<file path="src/rtl/writeback_stage_pkg.sv">
// -----------------------------------------------------------------------------
// writeback_stage_pkg
// Shared CPU definitions for the writeback stage:
//   - wb_sel_e     : writeback source select (ALU / load / link / reserved)
//   - load_size_e  : load access width
//   - LINK_REG     : architectural link register index
//   - arb_state_e  : write-port arbiter priority states
//   - wb_entry_t   : the single held writeback entry
// Optional feature macro used by the stage: WB_RETIRE_CNT_EN (retire counter).
// -----------------------------------------------------------------------------
package writeback_stage_pkg;

  localparam int XLEN   = 32;
  localparam int REG_AW = 5;

  typedef enum logic [1:0] {
    WB_SEL_ALU  = 2'b00,
    WB_SEL_LOAD = 2'b01,
    WB_SEL_LINK = 2'b10,
    WB_SEL_RSVD = 2'b11   // behaves as ALU
  } wb_sel_e;

  typedef enum logic [1:0] {
    LS_BYTE     = 2'b00,
    LS_HALF     = 2'b01,
    LS_WORD     = 2'b10,
    LS_WORD_ALT = 2'b11   // also a full word
  } load_size_e;

  localparam logic [REG_AW-1:0] LINK_REG = 5'd31;

  typedef enum logic {
    PIPE_PRI = 1'b0,   // pipeline entry wins a contested cycle
    EXT_PRI  = 1'b1    // external unit wins a contested cycle
  } arb_state_e;

  typedef struct packed {
    logic              valid;
    logic              we;
    logic [REG_AW-1:0] addr;
    logic [XLEN-1:0]   data;
  } wb_entry_t;

  // Priority alternates after every contested grant.
  function automatic arb_state_e arb_flip(input arb_state_e s);
    return (s == PIPE_PRI) ? EXT_PRI : PIPE_PRI;
  endfunction

endpackage

</file>
<file path="src/rtl/writeback_stage_if.sv">
// -----------------------------------------------------------------------------
// writeback_stage_if
// Bundles every non-clock/reset signal of the writeback stage.
//   master : the surrounding pipeline / testbench (drives requests)
//   slave  : the writeback stage itself
// Groups: memory-stage handshake + result fields, external unit write port,
// register-file write port, forwarding bus, and (when WB_RETIRE_CNT_EN is
// defined) the Retire_Count output.
// -----------------------------------------------------------------------------
interface writeback_stage_if;

  // memory stage -> writeback
  logic        In_Valid;
  logic        In_Ready;
  logic        Flush;
  logic [1:0]  Wb_Sel;
  logic [31:0] Alu_Result;
  logic [31:0] Mem_Data;
  logic [31:0] Pc_Plus4;
  logic [4:0]  Dest_Addr;
  logic        Reg_Write;
  logic [1:0]  Load_Size;
  logic        Load_Signed;
  logic [1:0]  Byte_Offset;

  // multi-cycle unit write port
  logic        Ext_Req;
  logic [4:0]  Ext_Addr;
  logic [31:0] Ext_Data;
  logic        Ext_Ack;

  // register-file write port
  logic        Write_Enable;
  logic [4:0]  Write_Addr;
  logic [31:0] Data_in;

  // bypass of the held entry
  logic        Fwd_Valid;
  logic [4:0]  Fwd_Addr;
  logic [31:0] Fwd_Data;

`ifdef WB_RETIRE_CNT_EN
  logic [31:0] Retire_Count;
`endif

  modport slave (
    input  In_Valid, Flush, Wb_Sel, Alu_Result, Mem_Data, Pc_Plus4,
           Dest_Addr, Reg_Write, Load_Size, Load_Signed, Byte_Offset,
           Ext_Req, Ext_Addr, Ext_Data,
    output In_Ready, Ext_Ack, Write_Enable, Write_Addr, Data_in,
           Fwd_Valid, Fwd_Addr, Fwd_Data
`ifdef WB_RETIRE_CNT_EN
         , output Retire_Count
`endif
  );

  modport master (
    output In_Valid, Flush, Wb_Sel, Alu_Result, Mem_Data, Pc_Plus4,
           Dest_Addr, Reg_Write, Load_Size, Load_Signed, Byte_Offset,
           Ext_Req, Ext_Addr, Ext_Data,
    input  In_Ready, Ext_Ack, Write_Enable, Write_Addr, Data_in,
           Fwd_Valid, Fwd_Addr, Fwd_Data
`ifdef WB_RETIRE_CNT_EN
         , input Retire_Count
`endif
  );

endinterface

</file>
<file path="src/rtl/writeback_stage_load_align.sv">
// -----------------------------------------------------------------------------
// load_align
// Combinational little-endian load extraction.
//   mem_data    in  32  raw aligned word from memory
//   load_size   in  2   byte / half / word
//   load_signed in  1   sign-extend (1) or zero-extend (0)
//   byte_offset in  2   byte lane; bit 0 is ignored for halfwords
//   load_data   out 32  extended result
// -----------------------------------------------------------------------------
module load_align
  import writeback_stage_pkg::*;
(
  input  logic [31:0] mem_data,
  input  logic [1:0]  load_size,
  input  logic        load_signed,
  input  logic [1:0]  byte_offset,
  output logic [31:0] load_data
);

  logic [7:0]  lane [4];
  logic [7:0]  byte_val;
  logic [15:0] half_val;

  genvar gi;
  generate
    for (gi = 0; gi < 4; gi++) begin : g_lane
      assign lane[gi] = mem_data[8*gi +: 8];
    end
  endgenerate

  assign byte_val = lane[byte_offset];
  assign half_val = byte_offset[1] ? mem_data[31:16] : mem_data[15:0];

  always_comb begin
    load_data = mem_data;
    case (load_size_e'(load_size))
      LS_BYTE: load_data = {{24{load_signed & byte_val[7]}}, byte_val};
      LS_HALF: load_data = {{16{load_signed & half_val[15]}}, half_val};
      default: load_data = mem_data;
    endcase
  end

endmodule

</file>
<file path="src/rtl/writeback_stage.sv">
// -----------------------------------------------------------------------------
// writeback_stage
// Single-entry writeback buffer that shares the register-file write port with
// an external multi-cycle unit.
//   clk  in  1  rising-edge clock
//   rst  in  1  asynchronous active-low reset
//   bus  writeback_stage_if.slave : handshake, result fields, Ext port,
//        register-file write port, forwarding bus (see the interface file)
// Optional: define WB_RETIRE_CNT_EN to add the 32-bit Retire_Count output.
// The write port is arbitrated by a two-state priority FSM that alternates
// after every contested cycle; uncontested requesters are always granted.
// -----------------------------------------------------------------------------
module writeback_stage
  import writeback_stage_pkg::*;
(
  input  logic             clk,
  input  logic             rst,
  writeback_stage_if.slave bus
);

  wb_entry_t  s_q, s_d;
  arb_state_e arb_q, arb_d;

  logic [31:0] load_data;
  logic [31:0] cap_data;
  logic [4:0]  cap_addr;
  logic        contest;
  logic        grant_s;
  logic        grant_ext;
  logic        in_ready;
  logic        capture;

  load_align u_load_align (
    .mem_data    (bus.Mem_Data),
    .load_size   (bus.Load_Size),
    .load_signed (bus.Load_Signed),
    .byte_offset (bus.Byte_Offset),
    .load_data   (load_data)
  );

  // Value and destination of an entry captured this cycle.
  always_comb begin
    cap_addr = bus.Dest_Addr;
    cap_data = bus.Alu_Result;
    case (wb_sel_e'(bus.Wb_Sel))
      WB_SEL_LOAD: cap_data = load_data;
      WB_SEL_LINK: begin
        cap_data = bus.Pc_Plus4;
        cap_addr = LINK_REG;
      end
      default: cap_data = bus.Alu_Result;
    endcase
  end

  // Arbitration. Grants are gated with rst so nothing is written or acked
  // while reset is asserted, even though Ext_Req may still be high.
  always_comb begin
    contest   = s_q.valid & bus.Ext_Req;
    grant_s   = rst & s_q.valid & (~bus.Ext_Req | (arb_q == PIPE_PRI));
    grant_ext = rst & bus.Ext_Req & (~s_q.valid | (arb_q == EXT_PRI));
    arb_d     = contest ? arb_flip(arb_q) : arb_q;
  end

  // A granted entry leaves this cycle, so a new one can enter behind it.
  assign in_ready = ~s_q.valid | grant_s;
  assign capture  = bus.In_Valid & in_ready & ~bus.Flush;

  always_comb begin
    s_d = s_q;
    if (grant_s | bus.Flush) begin
      s_d.valid = 1'b0;
    end
    if (capture) begin
      s_d.valid = 1'b1;
      s_d.we    = bus.Reg_Write;
      s_d.addr  = cap_addr;
      s_d.data  = cap_data;
    end
  end

  always_ff @(posedge clk or negedge rst) begin
    if (!rst) begin
      s_q   <= '0;
      arb_q <= PIPE_PRI;
    end else begin
      s_q   <= s_d;
      arb_q <= arb_d;
    end
  end

  // Register-file write port: driven from whichever source holds the grant,
  // idle value zero. r0 writes still retire but never assert the enable.
  always_comb begin
    bus.Write_Enable = 1'b0;
    bus.Write_Addr   = '0;
    bus.Data_in      = '0;
    if (grant_s) begin
      bus.Write_Enable = s_q.we & (s_q.addr != 5'd0);
      bus.Write_Addr   = s_q.addr;
      bus.Data_in      = s_q.data;
    end else if (grant_ext) begin
      bus.Write_Enable = (bus.Ext_Addr != 5'd0);
      bus.Write_Addr   = bus.Ext_Addr;
      bus.Data_in      = bus.Ext_Data;
    end
  end

  assign bus.In_Ready  = in_ready;
  assign bus.Ext_Ack   = grant_ext;
  assign bus.Fwd_Valid = s_q.valid & s_q.we & (s_q.addr != 5'd0);
  assign bus.Fwd_Addr  = s_q.addr;
  assign bus.Fwd_Data  = s_q.data;

`ifdef WB_RETIRE_CNT_EN
  // Counts every retired pipeline entry; flushed entries never retire.
  logic [31:0] retire_cnt_q, retire_cnt_d;

  assign retire_cnt_d = retire_cnt_q + {31'd0, grant_s};

  always_ff @(posedge clk or negedge rst) begin
    if (!rst) begin
      retire_cnt_q <= '0;
    end else begin
      retire_cnt_q <= retire_cnt_d;
    end
  end

  assign bus.Retire_Count = retire_cnt_q;
`endif

endmodule
</file>
<file path="src/flat_wrapper.sv">
// flat-port wrapper written by rule: the top's interface ports become plain ports
module writeback_stage_flat import writeback_stage_pkg::*;
  (clk, rst, bus_In_Valid, bus_Flush, bus_Wb_Sel, bus_Alu_Result, bus_Mem_Data, bus_Pc_Plus4, bus_Dest_Addr, bus_Reg_Write, bus_Load_Size, bus_Load_Signed, bus_Byte_Offset, bus_Ext_Req, bus_Ext_Addr, bus_Ext_Data, bus_In_Ready, bus_Ext_Ack, bus_Write_Enable, bus_Write_Addr, bus_Data_in, bus_Fwd_Valid, bus_Fwd_Addr, bus_Fwd_Data);
  writeback_stage_if bus_i ();
  input  logic clk;
  input  logic rst;
  input wire logic [$bits(bus_i.In_Valid)-1:0] bus_In_Valid;
  input wire logic [$bits(bus_i.Flush)-1:0] bus_Flush;
  input wire logic [$bits(bus_i.Wb_Sel)-1:0] bus_Wb_Sel;
  input wire logic [$bits(bus_i.Alu_Result)-1:0] bus_Alu_Result;
  input wire logic [$bits(bus_i.Mem_Data)-1:0] bus_Mem_Data;
  input wire logic [$bits(bus_i.Pc_Plus4)-1:0] bus_Pc_Plus4;
  input wire logic [$bits(bus_i.Dest_Addr)-1:0] bus_Dest_Addr;
  input wire logic [$bits(bus_i.Reg_Write)-1:0] bus_Reg_Write;
  input wire logic [$bits(bus_i.Load_Size)-1:0] bus_Load_Size;
  input wire logic [$bits(bus_i.Load_Signed)-1:0] bus_Load_Signed;
  input wire logic [$bits(bus_i.Byte_Offset)-1:0] bus_Byte_Offset;
  input wire logic [$bits(bus_i.Ext_Req)-1:0] bus_Ext_Req;
  input wire logic [$bits(bus_i.Ext_Addr)-1:0] bus_Ext_Addr;
  input wire logic [$bits(bus_i.Ext_Data)-1:0] bus_Ext_Data;
  output wire logic [$bits(bus_i.In_Ready)-1:0] bus_In_Ready;
  output wire logic [$bits(bus_i.Ext_Ack)-1:0] bus_Ext_Ack;
  output wire logic [$bits(bus_i.Write_Enable)-1:0] bus_Write_Enable;
  output wire logic [$bits(bus_i.Write_Addr)-1:0] bus_Write_Addr;
  output wire logic [$bits(bus_i.Data_in)-1:0] bus_Data_in;
  output wire logic [$bits(bus_i.Fwd_Valid)-1:0] bus_Fwd_Valid;
  output wire logic [$bits(bus_i.Fwd_Addr)-1:0] bus_Fwd_Addr;
  output wire logic [$bits(bus_i.Fwd_Data)-1:0] bus_Fwd_Data;
  assign bus_i.In_Valid = bus_In_Valid;
  assign bus_i.Flush = bus_Flush;
  assign bus_i.Wb_Sel = bus_Wb_Sel;
  assign bus_i.Alu_Result = bus_Alu_Result;
  assign bus_i.Mem_Data = bus_Mem_Data;
  assign bus_i.Pc_Plus4 = bus_Pc_Plus4;
  assign bus_i.Dest_Addr = bus_Dest_Addr;
  assign bus_i.Reg_Write = bus_Reg_Write;
  assign bus_i.Load_Size = bus_Load_Size;
  assign bus_i.Load_Signed = bus_Load_Signed;
  assign bus_i.Byte_Offset = bus_Byte_Offset;
  assign bus_i.Ext_Req = bus_Ext_Req;
  assign bus_i.Ext_Addr = bus_Ext_Addr;
  assign bus_i.Ext_Data = bus_Ext_Data;
  assign bus_In_Ready = bus_i.In_Ready;
  assign bus_Ext_Ack = bus_i.Ext_Ack;
  assign bus_Write_Enable = bus_i.Write_Enable;
  assign bus_Write_Addr = bus_i.Write_Addr;
  assign bus_Data_in = bus_i.Data_in;
  assign bus_Fwd_Valid = bus_i.Fwd_Valid;
  assign bus_Fwd_Addr = bus_i.Fwd_Addr;
  assign bus_Fwd_Data = bus_i.Fwd_Data;
  writeback_stage u_core (.clk(clk), .rst(rst), .bus(bus_i));
endmodule
</file>
<file path="config.mk">
export PLATFORM = sky130hd
export DESIGN_NAME = writeback_stage_flat
export DESIGN_NICKNAME = d
export VERILOG_FILES = /design/src/rtl/writeback_stage_pkg.sv /design/src/rtl/writeback_stage_if.sv /design/src/rtl/writeback_stage_load_align.sv /design/src/rtl/writeback_stage.sv /design/src/flat_wrapper.sv
export SDC_FILE = /design/constraint.sdc
export NUM_CORES = 1
export LEC_CHECK = 0
export BUFFER_PORTS_ARGS = -buffer_cell sky130_fd_sc_hd__buf_2
export CORE_MARGIN = 4
export CORE_UTILIZATION = 42
export DETAILED_ROUTE_END_ITERATION = 7
export HOLD_SLACK_MARGIN = 0.03
export PLACE_DENSITY = 0.85
export SLEW_MARGIN = 20
export SYNTH_ARGS = -nofsm -noshare
export SYNTH_HDL_FRONTEND = slang
export SYNTH_SLANG_ARGS = --single-unit
</file>
<file path="constraint.sdc">
create_clock -name clk -period 2 [get_ports clk]
set_clock_uncertainty 0.2 [all_clocks]
set_input_delay 0 -clock clk [delete_from_list [all_inputs] [get_ports clk]]
set_output_delay 0 -clock clk [all_outputs]
set_load 0.005 [all_outputs]
</file>
==> flow_summary.ini, run 1 <==
[outcome]
run_status = complete, but fails checks
violated_checks = hold timing

[cells_and_area]
layout-area-overhead-vs-synth_pct = 72.40
post_route_cells_drive_above_1_share_pct = 41.33
mostFrequentLayoutCells = sky130_fd_sc_hd__buf_2, sky130_fd_sc_hd__dlygate4sd3_1, sky130_fd_sc_hd__dfrtp_1
utilization_after_layout_pct = 76.04
n_fill_cell = 516
mostFrequentLayoutCell = sky130_fd_sc_hd__buf_2
final_net_count = 827

[power]
ir_drop_mv = 0.3439
sequentialPowerShare_pct = 35.8
pwr-share-clk_pct = 18.4
p_total_w = 0.003225
p_comb_share_pct = 45.8
switch_pwr_w = 0.001183
cell_internal_pwr_w = 0.002042
static-leakage-power_nw = 2.719
switching_share_pct = 36.69
power.density_nw_per_um2 = 575.4

[route]
drt-initial-drc-count = 384
vias_per_cell = 6.183
wire_per_inst_microns = 21.97
route.detailed.drc = 0
drt-pass1-iter-count = 5
antenna_left = 0
drt_wl_total_mm = 17.05
vias_after_detailed_routing = 4798

[placement]
io_port_bufs = 228
placement.setup.worst_slack_ns = 0.004830
post-dp-hpwl_mm = 10.43
globalplace.congestion = 0.9578

[yosys]
synthDominantAreaCellType = sky130_fd_sc_hd__dfrtp_1
postSynthRegisterBits = 40
number_of_cells_produced_by_synthesis = 376
netlist_area_sq_um = 3251
synth.top_cells.by_area = sky130_fd_sc_hd__dfrtp_1, sky130_fd_sc_hd__a22o_1, sky130_fd_sc_hd__buf_4, sky130_fd_sc_hd__o22ai_1, sky130_fd_sc_hd__a221oi_1
number_of_enable_type_register_cells_in_the_synthesized_netlist = 0
postSynth.topFlopCell = sky130_fd_sc_hd__dfrtp_1
synth_fp_nets = 529
postSynthAreaPerCell_sq_um = 8.645
synth_async_sr_flop_share_pct = 100.0
synth-seq-area-share_pct = 30.79
synth.yosys.warnings = 0
yosysUniqueCellTypes = 42
synthDominantCellAreaShare_pct = 30.79

[sta]
worstMarginPinSlew_ns = 0.8133
max-slew-margin-rel_pct = 45.54
fin_setup_tns_ns = 0
final_period_minus_worst_setup_slack_ns = 1.976
setup_slack_ns = 0.02422
drv_slew = 0
report.final.hold_viol_count = 1
setup_violations = 0
hold_ws_ns = -0.06950
final.period_utilization_pct = 98.79
fmax_mhz = 506.1

[clock_tree]
clkSinkCount = 40
cts_inserted_buffers = 5
clockBufferDepth = 2
cts.clk_slew.worst_paths_ns = 0.09
clock_tree_from_tritoncts = yes
clockRootBuffer = sky130_fd_sc_hd__clkbuf_8
clock_latency_of_the_later_clocked_register_in_the_worst_skew_pair_ns = 0.30
cts_htree_levels = 2

[run]
drv.max_cap_violation_count = 0

[critical_path]
highest_cell_delay_on_the_worst_timing_path_ns = 0.43
critPathLaunchType = flip-flop
worst_setup_path_end_kind = output port
worst_path_max_delay_cell = sky130_fd_sc_hd__dfrtp_1
cp_num_buf_inv = 2
worstSetupPathType = reg -> out
critical_path_required_ns = 1.80
critical_path_peak_fanout = 18
crit_path_cell_trace = a21bo_2 -> nor2_4 -> clkbuf_16 -> a22o_1 -> buf_2
timing.critical_path.arrival_ns = 1.78
cp_top_family = compound AO/OA/AOI/OAI gates

[grt]
grt_first_pass_wirelength_mm = 24.86
grt.total_usage_pct = 35.16
grt_max_degree = 41
number_of_global_route_vias_before_repair = 4922
grt-ovfl-total = 0
initial_antenna_violation_count = 1

[hold_path]
timing.hold.worst.class = in -> reg

[floorplan]
starting_utilization_of_the_core_area_pct = 44.11
die_x_microns = 95.98
design.portCount = 229
floorplan.core_area_sq_um = 7370
num_rows = 31
dieHeight_microns = 95.98
design.die.area_sq_um = 9211
-- worst paths after layout --
kind                                        start                       to  slack, ns  depth (start not counted)
min reg2reg                u_core.bus.Fwd_Data[4]   u_core.bus.Fwd_Data[4]       0.33                          1
min in group asynchronous                     rst   u_core.bus.Fwd_Data[9]       0.27                          3
max reg2reg                          u_core.arb_q  u_core.bus.Fwd_Data[10]       0.04                          5
max in group asynchronous                     rst           u_core.s_q[38]       0.92                          3
max                                  u_core.arb_q          bus_Data_in[14]       0.02                          5
min                              bus_Pc_Plus4[12]  u_core.bus.Fwd_Data[12]      -0.07                          3
-- worst min-delay path: stages --
cell	delay [ns]
sky130_fd_sc_hd__buf_2	0.09
sky130_fd_sc_hd__a222oi_1	0.09
sky130_fd_sc_hd__a22oi_1	0.19
-- through the flow --
stage / cell area, sq um / std cells
after floorplan: 3251 / 376
after global placement: 4234 / 646
after detailed placement: 4237 / 646
after CTS: 5540 / 774
after global routing: 5602 / 775
final: 5604 / 776
-- flip-flops by register name (all words and copies together) (netlist names) --
name / flops
u_core.arb_q: 1
u_core.bus.Fwd_Addr: 5
u_core.bus.Fwd_Data: 32
u_core.s_q: 2
-- power groups by stage --
stage	Clock (W)	Sequential, W	Combinational [W]
after floorplan	0	0.00111	0.000792
after global placement	0	0.00114	0.00112
after detailed placement	0	0.00115	0.00116
after CTS	0.000589	0.00114	0.00138
after global routing	0.000628	0.00117	0.00159
final	0.000593	0.00116	0.00148
-- per-layer routing --
metal  GRT usage [%]  part of all wire (%)  vias to the layer above
li1                -                     -                     2029
met1           39.86                    34                     2247
met2           60.86                    49                      410
met3           7.740                    11                      112
met4           19.67                   6.1                        0
met5               0                     0                        -
-- Yosys cell counts (2+ instances only) --
cell and instances:
sky130_fd_sc_hd__buf_4 38, sky130_fd_sc_hd__dfrtp_1 40, sky130_fd_sc_hd__o211a_1 2, sky130_fd_sc_hd__a21oi_1 16, sky130_fd_sc_hd__ha_1 2, sky130_fd_sc_hd__nand3_1 7
sky130_fd_sc_hd__buf_6 2, sky130_fd_sc_hd__or4_1 2, sky130_fd_sc_hd__nor2_1 19, sky130_fd_sc_hd__a22o_1 37, sky130_fd_sc_hd__inv_1 7, sky130_fd_sc_hd__o21a_1 8
sky130_fd_sc_hd__a21bo_2 2, sky130_fd_sc_hd__o22ai_1 33, sky130_fd_sc_hd__a22oi_1 8, sky130_fd_sc_hd__buf_2 11, sky130_fd_sc_hd__nand2_1 32, sky130_fd_sc_hd__buf_1 4
sky130_fd_sc_hd__o21ai_0 24, sky130_fd_sc_hd__mux2_2 8, sky130_fd_sc_hd__o221ai_1 7, sky130_fd_sc_hd__a32o_1 7, sky130_fd_sc_hd__nor2b_1 3, sky130_fd_sc_hd__a221oi_1 16
sky130_fd_sc_hd__a222oi_1 8, sky130_fd_sc_hd__clkbuf_1 17
-- cell type report --
class | count | area (sq um) | area share [%]
inverter | 7 | 26.28 | 0.4689
multi-input combinational | 257 | 1828 | 32.62
tap | 99 | 123.9 | 2.210
clock buffer | 6 | 82.58 | 1.474
clock inverter | 2 | 10.01 | 0.1786
antenna | 2 | 5.005 | 0.08931
timing repair buffer | 363 | 2526 | 45.08
sequential | 40 | 1002 | 17.88
-- timing repair --
action | 4_1_cts | 5_1_grt
gates resized for setup | 1 | 14
endpoints found under the hold margin | 80 | 0
gates cloned | 0 | 1
hold buffers | 119 | 0
buffers inserted | 1 | 2
endpoints found under the setup margin | 9 | 54
pin swaps | 1 | 0
-- cell families (layout without fill, tap and decap cells) --
logic type / Yosys count / count (layout) / share of synthesized area [%]
AOI/OAI and AO/OA: 176 / 176 / 41.30
xor gates and xnor gates: 1 / 1 / 0.2695
adders and majority gates: 2 / 2 / 0.7697
buffers and inverters: 79 / 378 / 14.40
DFF: 40 / 40 / 30.79
muxes: 9 / 9 / 3.233
other: 0 / 2 / 0
and+or+nand+nor: 69 / 69 / 9.238
Power figures use the tool's default switching activity.
==> run 2, diff against run 1 <==
- RECOVER_POWER: not set -> 50
==> flow_summary.ini, run 2 (synthesis results as in run 1) <==
[outcome]
run_status = complete, but fails checks
violated_checks = DRC, hold timing

[sta]
max-slew-margin-rel_pct = 28.01
drv_slew = 0
setup_violations = 0
final_period_minus_worst_setup_slack_ns = 1.966
final.period_utilization_pct = 98.31
report.final.hold_viol_count = 1
fin_setup_tns_ns = 0
fmax_mhz = 508.6
worstMarginPinSlew_ns = 1.080
hold_ws_ns = -0.07483

[power]
static-leakage-power_nw = 2.641
p_total_w = 0.003204
ir_drop_mv = 0.3487
power.density_nw_per_um2 = 575.5

[floorplan]
num_rows = 31
floorplan.core_area_sq_um = 7370
starting_utilization_of_the_core_area_pct = 44.11
die_x_microns = 95.98
design.portCount = 229
dieHeight_microns = 95.98
design.die.area_sq_um = 9211

[clock_tree]
cts.clk_slew.worst_paths_ns = 0.08
clockRootBuffer = sky130_fd_sc_hd__clkbuf_8
clkSinkCount = 40
clock_latency_of_the_later_clocked_register_in_the_worst_skew_pair_ns = 0.30
clockBufferDepth = 2
clock_tree_from_tritoncts = yes
cts_htree_levels = 2
cts_inserted_buffers = 5

[grt]
grt-ovfl-total = 0
grt.met1_usage_pct = 39.86
grt_max_degree = 41
grtUsageMet3_pct = 7.740
grt.total_usage_pct = 35.16
number_of_global_route_vias_before_repair = 4922
grt_first_pass_wirelength_mm = 24.86
initial_antenna_violation_count = 1
grt_most_used_layer = met2
fraction_of_met2_tracks_used_by_global_routing_pct = 60.86

[hold_path]
worst_hold_path.num_cells = 3
timing.hold.worst.class = in -> reg
holdPathEnd = u_core.bus.Fwd_Data[12]
hold_start = bus_Pc_Plus4[12]

[placement]
post-dp-hpwl_mm = 10.43
post-place-cells = 646
globalplace.congestion = 0.9578
io_port_bufs = 228

[cells_and_area]
mostFrequentLayoutCell = sky130_fd_sc_hd__buf_2
utilization_after_layout_pct = 75.55
final-instance-count-excl-fill = 776
post_route_cells_drive_above_1_share_pct = 37.63
final_net_count = 827
mostFrequentLayoutCells = sky130_fd_sc_hd__buf_2, sky130_fd_sc_hd__dlygate4sd3_1, sky130_fd_sc_hd__dfrtp_1
largest_register_ff_count = 32
layout-area-overhead-vs-synth_pct = 71.29

[route]
drt-pass1-iter-count = 8
wire_per_inst_microns = 22.01
drt-initial-drc-count = 400
vias_per_cell = 6.216
antenna_left = 0
drt_wl_total_mm = 17.08
route.detailed.drc = 1
vias_after_detailed_routing = 4824

[critical_path]
worstSetupPathType = reg -> out
crit_path_start = u_core.arb_q
reg2reg_to = u_core.bus.Fwd_Data[10]
critical_path_required_ns = 1.80
reg2reg_depth = 5
critPathLaunchType = flip-flop
worst_r2r_startpoint = u_core.arb_q
critical_path_peak_fanout = 18
worst_setup_path_end_kind = output port
timing.critical_path.arrival_ns = 1.77
timing.reg2reg.setup_slack_ns = 0.07

[run]
drv.max_cap_violation_count = 0
run 2: changes by cell type in the layout (fill, tap and decap cells not counted):
cell                       change
sky130_fd_sc_hd__buf_1         +1
sky130_fd_sc_hd__buf_2        -24
sky130_fd_sc_hd__buf_4         -2
sky130_fd_sc_hd__clkbuf_1     +24
sky130_fd_sc_hd__clkbuf_2      +1
run 2: per-layer routing:
layer	part of all wire [%]	up-vias
li1	-	2028
met2	49	451
met4	6.2	0
met3	12	114
met1	33	2231
met5	0	-
run 2: critical path: stages (launching register included):
cell and delay, ns:
sky130_fd_sc_hd__dfrtp_1 0.43, sky130_fd_sc_hd__a21bo_2 0.31, sky130_fd_sc_hd__nor2_4 0.19, sky130_fd_sc_hd__clkbuf_16 0.24
sky130_fd_sc_hd__a22o_1 0.17, sky130_fd_sc_hd__buf_2 0.12
run 2: per-stage QoR:
stage / instance area (sq um) / setup WS (ns)
global placement: 4234 / -0.09821
CTS: 5540 / 0.007312
floorplan: 3251 / 0.2863
finish: 5568 / 0.03385
detailed placement: 4237 / 0.004830
global route: 5565 / -0.06757
run 2: worst max-delay path by stage:
stage	endpoint	cells past startpoint
global route	bus_Write_Enable	4
floorplan	u_core.bus.Fwd_Data[0]	5
global placement	u_core.bus.Fwd_Data[29]	6
finish	bus_Data_in[14]	5
detailed placement	u_core.bus.Fwd_Data[9]	4
CTS	u_core.bus.Fwd_Data[4]	7
run 2: report_power, final:
part	switching [W]	leakage (nW)	internal, W
sequential	0.000176	0.476	0.000983
clock	0.000319	0.0510	0.000276
combinational	0.000695	2.11	0.000755
total	0.00119	2.64	0.00201
run 2: what timing repair did:
item,4_1_cts,5_1_grt
resized for setup,1,14
endpoints found under the setup margin,9,54
hold buffers,119,0
pin swaps,1,0
cloned,0,1
buffers inserted,1,2
hold endpoints to repair,80,0
run 2: area by class of cell:
| cell class | instances | area (sq um) |
|---|---|---|
| Timing Repair Buffer | 363 | 2490 |
| Multi-Input combinational cell | 257 | 1828 |
| Fill cell | 539 | 1802 |
| Sequential cell | 40 | 1002 |
| Tap cell | 99 | 123.9 |
| Clock buffer | 6 | 82.58 |
| Inverter | 7 | 26.28 |
| Clock inverter | 2 | 10.01 |
| Antenna cell | 2 | 5.005 |
